[config.mk]
export PLATFORM = sky130hd
export DESIGN_NAME = multi_edge_sync
export DESIGN_NICKNAME = d
export VERILOG_FILES = /design/src/rtl/multi_edge_sync_pkg.sv /design/src/rtl/sync_filter_ch.sv /design/src/rtl/multi_edge_sync.sv
export SDC_FILE = /design/constraint.sdc
export NUM_CORES = 1
export LEC_CHECK = 0
export ABC_AREA = 1
export CORE_UTILIZATION = 38
export CTS_CLUSTER_DIAMETER = 80
export DETAILED_ROUTE_END_ITERATION = 8
export GPL_ROUTABILITY_DRIVEN = 0
export GPL_TIMING_DRIVEN = 0
export PLACE_DENSITY = 0.75
export SYNTH_ARGS = -nofsm -noshare
export SYNTH_HDL_FRONTEND = slang
export SYNTH_SLANG_ARGS = --single-unit
[constraint.sdc]
create_clock -name outclk -period 1.4 [get_ports outclk]
set_clock_uncertainty 0.1 [all_clocks]
set_input_delay 0.14 -clock outclk [delete_from_list [all_inputs] [get_ports outclk]]
set_output_delay 0.14 -clock outclk [all_outputs]
set_load 0.02 [all_outputs]
[src/rtl/multi_edge_sync_pkg.sv]
// Shared types and defaults for the multi-channel synchroniser / edge detector.
package multi_edge_sync_pkg;

  typedef enum logic [1:0] {
    EDGE_RISE = 2'd0,
    EDGE_FALL = 2'd1,
    EDGE_BOTH = 2'd2
  } edge_mode_e;

  localparam int unsigned DEF_NUM_CH      = 4;
  localparam int unsigned DEF_SYNC_STAGES = 2;
  localparam int unsigned DEF_FILTER_LEN  = 1;
  localparam int unsigned DEF_CNT_W       = 8;

  // True when a transition to new_level is an event under the given mode.
  function automatic logic edge_match(edge_mode_e mode, logic new_level);
    case (mode)
      EDGE_RISE: return new_level;
      EDGE_FALL: return ~new_level;
      default:   return 1'b1;
    endcase
  endfunction

endpackage

[src/rtl/sync_filter_ch.sv]
// One channel: synchroniser chain, stability filter, edge detect, sticky flag
// and saturating event counter, all in the outclk domain.
module sync_filter_ch
  import multi_edge_sync_pkg::*;
#(
  parameter int unsigned SYNC_STAGES = DEF_SYNC_STAGES,
  parameter int unsigned FILTER_LEN  = DEF_FILTER_LEN,
  parameter edge_mode_e  EDGE_MODE   = EDGE_RISE,
  parameter int unsigned CNT_W       = DEF_CNT_W
) (
  input  logic             outclk,
  input  logic             rst_n,
  input  logic             async_sig,
  input  logic             clr,
  input  logic             cnt_clr,
  output logic             sync_level,
  output logic             edge_pulse,
  output logic             sticky,
  output logic [CNT_W-1:0] evt_count
);

  if (SYNC_STAGES < 2) begin : g_bad_sync
    $error("sync_filter_ch: SYNC_STAGES must be >= 2");
  end
  if (FILTER_LEN < 1) begin : g_bad_filter
    $error("sync_filter_ch: FILTER_LEN must be >= 1");
  end
  if (CNT_W < 1) begin : g_bad_cnt
    $error("sync_filter_ch: CNT_W must be >= 1");
  end

  localparam int unsigned       FCNT_W    = $clog2(FILTER_LEN) + 1;
  localparam logic [FCNT_W-1:0] FCNT_LAST = FCNT_W'(FILTER_LEN - 1);
  localparam logic [FCNT_W-1:0] FCNT_ONE  = FCNT_W'(1);
  localparam logic [CNT_W-1:0]  CNT_MAX   = '1;
  localparam logic [CNT_W-1:0]  CNT_ONE   = CNT_W'(1);

  logic [SYNC_STAGES-1:0] r_sync;
  logic                   r_filt;
  logic [FCNT_W-1:0]      r_fcnt;
  logic                   r_pulse;
  logic                   r_sticky;
  logic [CNT_W-1:0]       r_cnt;

  logic w_s_last;
  logic w_differs;
  logic w_accept;
  logic w_event;

  assign w_s_last  = r_sync[SYNC_STAGES-1];
  assign w_differs = w_s_last ^ r_filt;
  assign w_accept  = w_differs && (r_fcnt == FCNT_LAST);
  assign w_event   = w_accept && edge_match(EDGE_MODE, w_s_last);

  // Plain flop chain, nothing between stages.
  always_ff @(posedge outclk or negedge rst_n) begin
    if (!rst_n) begin
      r_sync <= '0;
    end else begin
      r_sync <= {r_sync[SYNC_STAGES-2:0], async_sig};
    end
  end

  // Any return to the accepted level restarts the persistence count.
  always_ff @(posedge outclk or negedge rst_n) begin
    if (!rst_n) begin
      r_filt <= 1'b0;
      r_fcnt <= '0;
    end else if (!w_differs) begin
      r_fcnt <= '0;
    end else if (w_accept) begin
      r_filt <= w_s_last;
      r_fcnt <= '0;
    end else begin
      r_fcnt <= r_fcnt + FCNT_ONE;
    end
  end

  always_ff @(posedge outclk or negedge rst_n) begin
    if (!rst_n) begin
      r_pulse  <= 1'b0;
      r_sticky <= 1'b0;
    end else begin
      r_pulse  <= w_event;
      r_sticky <= w_event | (r_sticky & ~clr);
    end
  end

  // A clear that coincides with an event leaves that event counted.
  always_ff @(posedge outclk or negedge rst_n) begin
    if (!rst_n) begin
      r_cnt <= '0;
    end else if (cnt_clr) begin
      r_cnt <= w_event ? CNT_ONE : '0;
    end else if (w_event && (r_cnt != CNT_MAX)) begin
      r_cnt <= r_cnt + CNT_ONE;
    end
  end

  assign sync_level = r_filt;
  assign edge_pulse = r_pulse;
  assign sticky     = r_sticky;
  assign evt_count  = r_cnt;

endmodule

[src/rtl/multi_edge_sync.sv]
// Multi-channel synchroniser and edge-event detector; fans ports out to one
// sync_filter_ch per channel and packs the event counters.
module multi_edge_sync
  import multi_edge_sync_pkg::*;
#(
  parameter int unsigned NUM_CH      = DEF_NUM_CH,
  parameter int unsigned SYNC_STAGES = DEF_SYNC_STAGES,
  parameter int unsigned FILTER_LEN  = DEF_FILTER_LEN,
  parameter edge_mode_e  EDGE_MODE   = EDGE_RISE,
  parameter int unsigned CNT_W       = DEF_CNT_W
) (
  input  logic                    outclk,
  input  logic                    rst_n,
  input  logic [NUM_CH-1:0]       async_sig,
  input  logic [NUM_CH-1:0]       clr,
  input  logic                    cnt_clr,
  output logic [NUM_CH-1:0]       sync_level,
  output logic [NUM_CH-1:0]       edge_pulse,
  output logic [NUM_CH-1:0]       sticky,
  output logic [NUM_CH*CNT_W-1:0] evt_count
);

  if (NUM_CH < 1) begin : g_bad_num_ch
    $error("multi_edge_sync: NUM_CH must be >= 1");
  end

  logic [CNT_W-1:0] w_cnt [NUM_CH];

  for (genvar i = 0; i < NUM_CH; i++) begin : g_ch
    sync_filter_ch #(
      .SYNC_STAGES (SYNC_STAGES),
      .FILTER_LEN  (FILTER_LEN),
      .EDGE_MODE   (EDGE_MODE),
      .CNT_W       (CNT_W)
    ) u_ch (
      .outclk     (outclk),
      .rst_n      (rst_n),
      .async_sig  (async_sig[i]),
      .clr        (clr[i]),
      .cnt_clr    (cnt_clr),
      .sync_level (sync_level[i]),
      .edge_pulse (edge_pulse[i]),
      .sticky     (sticky[i]),
      .evt_count  (w_cnt[i])
    );
  end

  always_comb begin
    evt_count = '0;
    for (int unsigned i = 0; i < NUM_CH; i++) begin
      evt_count[i*CNT_W +: CNT_W] = w_cnt[i];
    end
  end

endmodule

==> impl_summary.md <==
Drt
The number of nets with antenna violations after routing is 0. The iteration-0 DRC count of the detailed router is between 200 and 250. The routed wire length per instance is ~13 µm. For this block, the routed nets add up to 6970 µm of wire.

The routed via count is 2,636. The ratio of routed vias to standard cells is 4.91. The detailed-route DRC error count is 0. The total iterations of the first detailed-routing run is 4.

STA
The max-slew violation count is 0. The fmax is 712 MHz. The total count of hold-check failures in the final report is 0. The final count of negative-setup-slack endpoints is 1. The final critical path takes up 100% of the cycle.

After layout, the worst setup slack is -4.15 ps. The smallest hold slack is around 160 ps. After layout, the minimum clock period comes to approximately 1400 ps. Setup repair after global routing could not meet its margin everywhere. Setup total negative slack on the finished layout was measured at -4.15 ps.

Clock tree
The clock root buffer master is sky130_fd_sc_hd__clkbuf_8. Buffers inserted during clock tree synthesis total 5. The clock passes through at most 2 buffers. After clock tree synthesis, the clock-pin slew on the worst setup and hold paths is roughly 100 ps. The CTS tree is yes.

Clock latency on the worst-skew pair, taken at its later pin, is between 300 and 400 ps. The H-tree was split into 2 levels. The number of clock sinks is between 50 and 60.

Power
The part of the power in combinational logic is 20.6%. The internal power is roughly 2600 µW. The net switching power figure is roughly 1000 µW. Per report_power, the clock group accounts for around 29% of the total.

The share of total power dissipated in sequential elements is just over 50%. For this design the ratio of total power to cell area is 898 nW/µm². In this run the static leakage power is roughly 0.002 µW.

The worst-case IR drop observed on VDD is 0.000469 V. The final total power is 3600 µW. The net switching fraction of the power is 27.9%.

Floorplanning
The number of top-level pins is 55. The core region is about 7300 µm². The die footprint is 7820 µm². The die is about 90 µm wide. The height of the chip is ~90 µm. The initial utilization of the core area, before any placement, comes to 39.2%. The floorplan has 31 rows.

GRT
The total overflow left after global routing is 0. The global-route wire length before repair is between 10,000 and 15,000 µm. In the global route stage, overall resource usage came out at 18.2%. Entering global routing, the biggest net connects 40 pins. The via count of the first global-routing pass is 2,429.

The number of antenna violations at the first check in global routing is 0.

Run status
The flow ran to the end, but the final reports show violations. The final reports fail on setup timing.

Yosys
A synthesized cell averages approximately 8.2 µm². Yosys mapped the design onto 28 distinct sky130hd cell types. The synthesis-stage register bit count is 56. During synthesis, Yosys emitted a total of 0 warnings. The post-synthesis instance area is between 2000 and 3000 µm². Counting every instance in the synthesized netlist gives approximately 350. Sequential cells were found to cover about half of the synthesized design area.

Layout
The net total in the final layout is around 450. The top cell types in the final layout, fill and taps aside, are sky130_fd_sc_hd__nand2_1, sky130_fd_sc_hd__nand3_1, sky130_fd_sc_hd__dfrtp_1. Of the cells placed in the final design, the portion with a size suffix greater than 1 is ~28%. The repair_antennas step left the layout with diodes totalling 0. The utilization after layout is a little under three fifths. The area growth from synthesis to layout is 41.2%. The library cell used most frequently in the layout, excluding fill and tap cells, is sky130_fd_sc_hd__nand2_1.

Worst setup path
Along the worst path, the maximum fanout reaches 5. The worst register-to-register path has a depth of 9. The endpoint identified for the worst register-to-register timing path is g_ch[1].u_ch.evt_count[6].

In this run the register-to-register setup slack is -4 ps. The worst register-to-register path begins at g_ch[1].u_ch.evt_count[1]. The critical path start-end classification is reg2reg. The data required time at the worst endpoint is ~1500 ps. STA classifies the critical path endpoint as a flip-flop. STA classifies the critical path startpoint as a flip-flop. The data arrival time of the critical path is ~1500 ps.

Place
The pre-CTS setup slack is -156 ps. In this run the tool buffered the top-level ports with between 50 and 60 buffer cells. The post-DP HPWL is around 4500 µm.

Run
Max-cap violations in this run came to 0.

Worst hold path
The start point of the worst min-delay path is async_sig[0]. The path with the worst hold slack has its endpoint at g_ch[0].u_ch.r_sync[0]. The worst min-delay path category is in2reg. The depth of the worst hold-timing path is 1.
metrics by stage:
stage	std cells	instance area (µm²)
2_1_floorplan	349	2900
3_3_place_gp	502	3570
3_5_place_dp	503	3580
4_1_cts	525	3800
5_1_grt	537	4010
6_report	537	4010
area by class of cell:
class / instances / area, µm²
clock inverters: 2 / 35.0
plain buffers: 18 / 126
multi-input cells: 249 / 1430
repair buffers: 79 / 697
well taps: 99 / 124
flip-flops and latches: 56 / 1420
fillers: 665 / 3240
clock buffers: 6 / 72.6
inverters: 28 / 108
worst max-delay path by stage:
stage	start	cells after the start	end	slack, ps
floorplan	g_ch[3].u_ch.evt_count[0]	8	g_ch[3].u_ch.evt_count[0]	-30
global placement	rst_n	1	g_ch[2].u_ch.evt_count[0]	-1910
detailed placement	cnt_clr	6	g_ch[1].u_ch.evt_count[0]	-160
CTS	g_ch[1].u_ch.evt_count[0]	9	g_ch[1].u_ch.evt_count[6]	-9
global route	g_ch[1].u_ch.evt_count[1]	9	g_ch[1].u_ch.evt_count[6]	-80
finish	g_ch[1].u_ch.evt_count[1]	9	g_ch[1].u_ch.evt_count[6]	-4
worst max-delay path: stages (launching register included):
cell and delay, ps:
sky130_fd_sc_hd__dfrtp_2 410, sky130_fd_sc_hd__ha_4 170, sky130_fd_sc_hd__nand2_4 60, sky130_fd_sc_hd__nor2_4 100, sky130_fd_sc_hd__nand2_2 80, sky130_fd_sc_hd__nand2_4 90
sky130_fd_sc_hd__buf_6 140, sky130_fd_sc_hd__inv_4 50, sky130_fd_sc_hd__nand3_2 40, sky130_fd_sc_hd__nand2_1 50
sequential cells by signal (all words and copies together), names as in the netlist:
| register | flops |
|---|---|
| g_ch.u_ch.sticky | 4 |
| g_ch.u_ch.sync_level | 4 |
| g_ch.u_ch.edge_pulse | 4 |
| g_ch.u_ch.r_sync | 8 |
| g_ch.u_ch.r_fcnt | 4 |
| g_ch.u_ch.evt_count | 32 |
power groups by stage:
stage	clock [µW]	sequential [µW]	combinational, µW
6_report	1050	1810	741
5_1_grt	1140	1820	813
4_1_cts	1070	1810	675
3_5_place_dp	0	1850	644
3_3_place_gp	0	1850	622
2_1_floorplan	0	1870	327
cell usage after synthesis (all sizes together):
master | n | area share (%)
ha | 4 | 1.8
dfrtp | 56 | 49
a21oi | 3 | 0.66
nand2 | 98 | 14
nand4 | 3 | 0.66
nor3 | 5 | 1.3
nor3b | 2 | 1.3
nand3 | 51 | 9.2
conb | 1 | 0.13
xor2 | 6 | 1.9
nand3b | 3 | 0.79
inv | 27 | 3.6
buf | 18 | 4.4
o21ai | 21 | 3.8
o21bai | 5 | 1.3
clkinv | 1 | 0.13
nor2 | 42 | 5.9
routing by layer:
metal  global-route usage, %  up-vias  wire [µm]
met2                    31.0       72       3620
met5                       0        -          0
li1                        -     1282          -
met1                    23.5     1271       2960
met4                    6.74        0        126
met3                    2.80       11        259
kinds of logic after synthesis:
| logic type | synth area share [%] |
|---|---|
| and+or+nand+nor | 33.0 |
| other | 0.132 |
| DFF | 49.3 |
| buffers and inverters | 8.15 |
| xor gates and xnor gates | 1.85 |
| adders and majority gates | 1.76 |
| AOI/OAI and AO/OA | 5.82 |
repair_timing:
| item | 4_1_cts | 5_1_grt |
|---|---|---|
| buffers inserted | 11 | 11 |
| resized for setup | 71 | 55 |
| pin swaps | 8 | 11 |
| setup endpoints to repair | 71 | 48 |
| hold endpoints to repair | 17 | 0 |
| cloned | 2 | 1 |
| hold buffers | 1 | 0 |
Note: power is estimated with default switching activity, not from simulation.
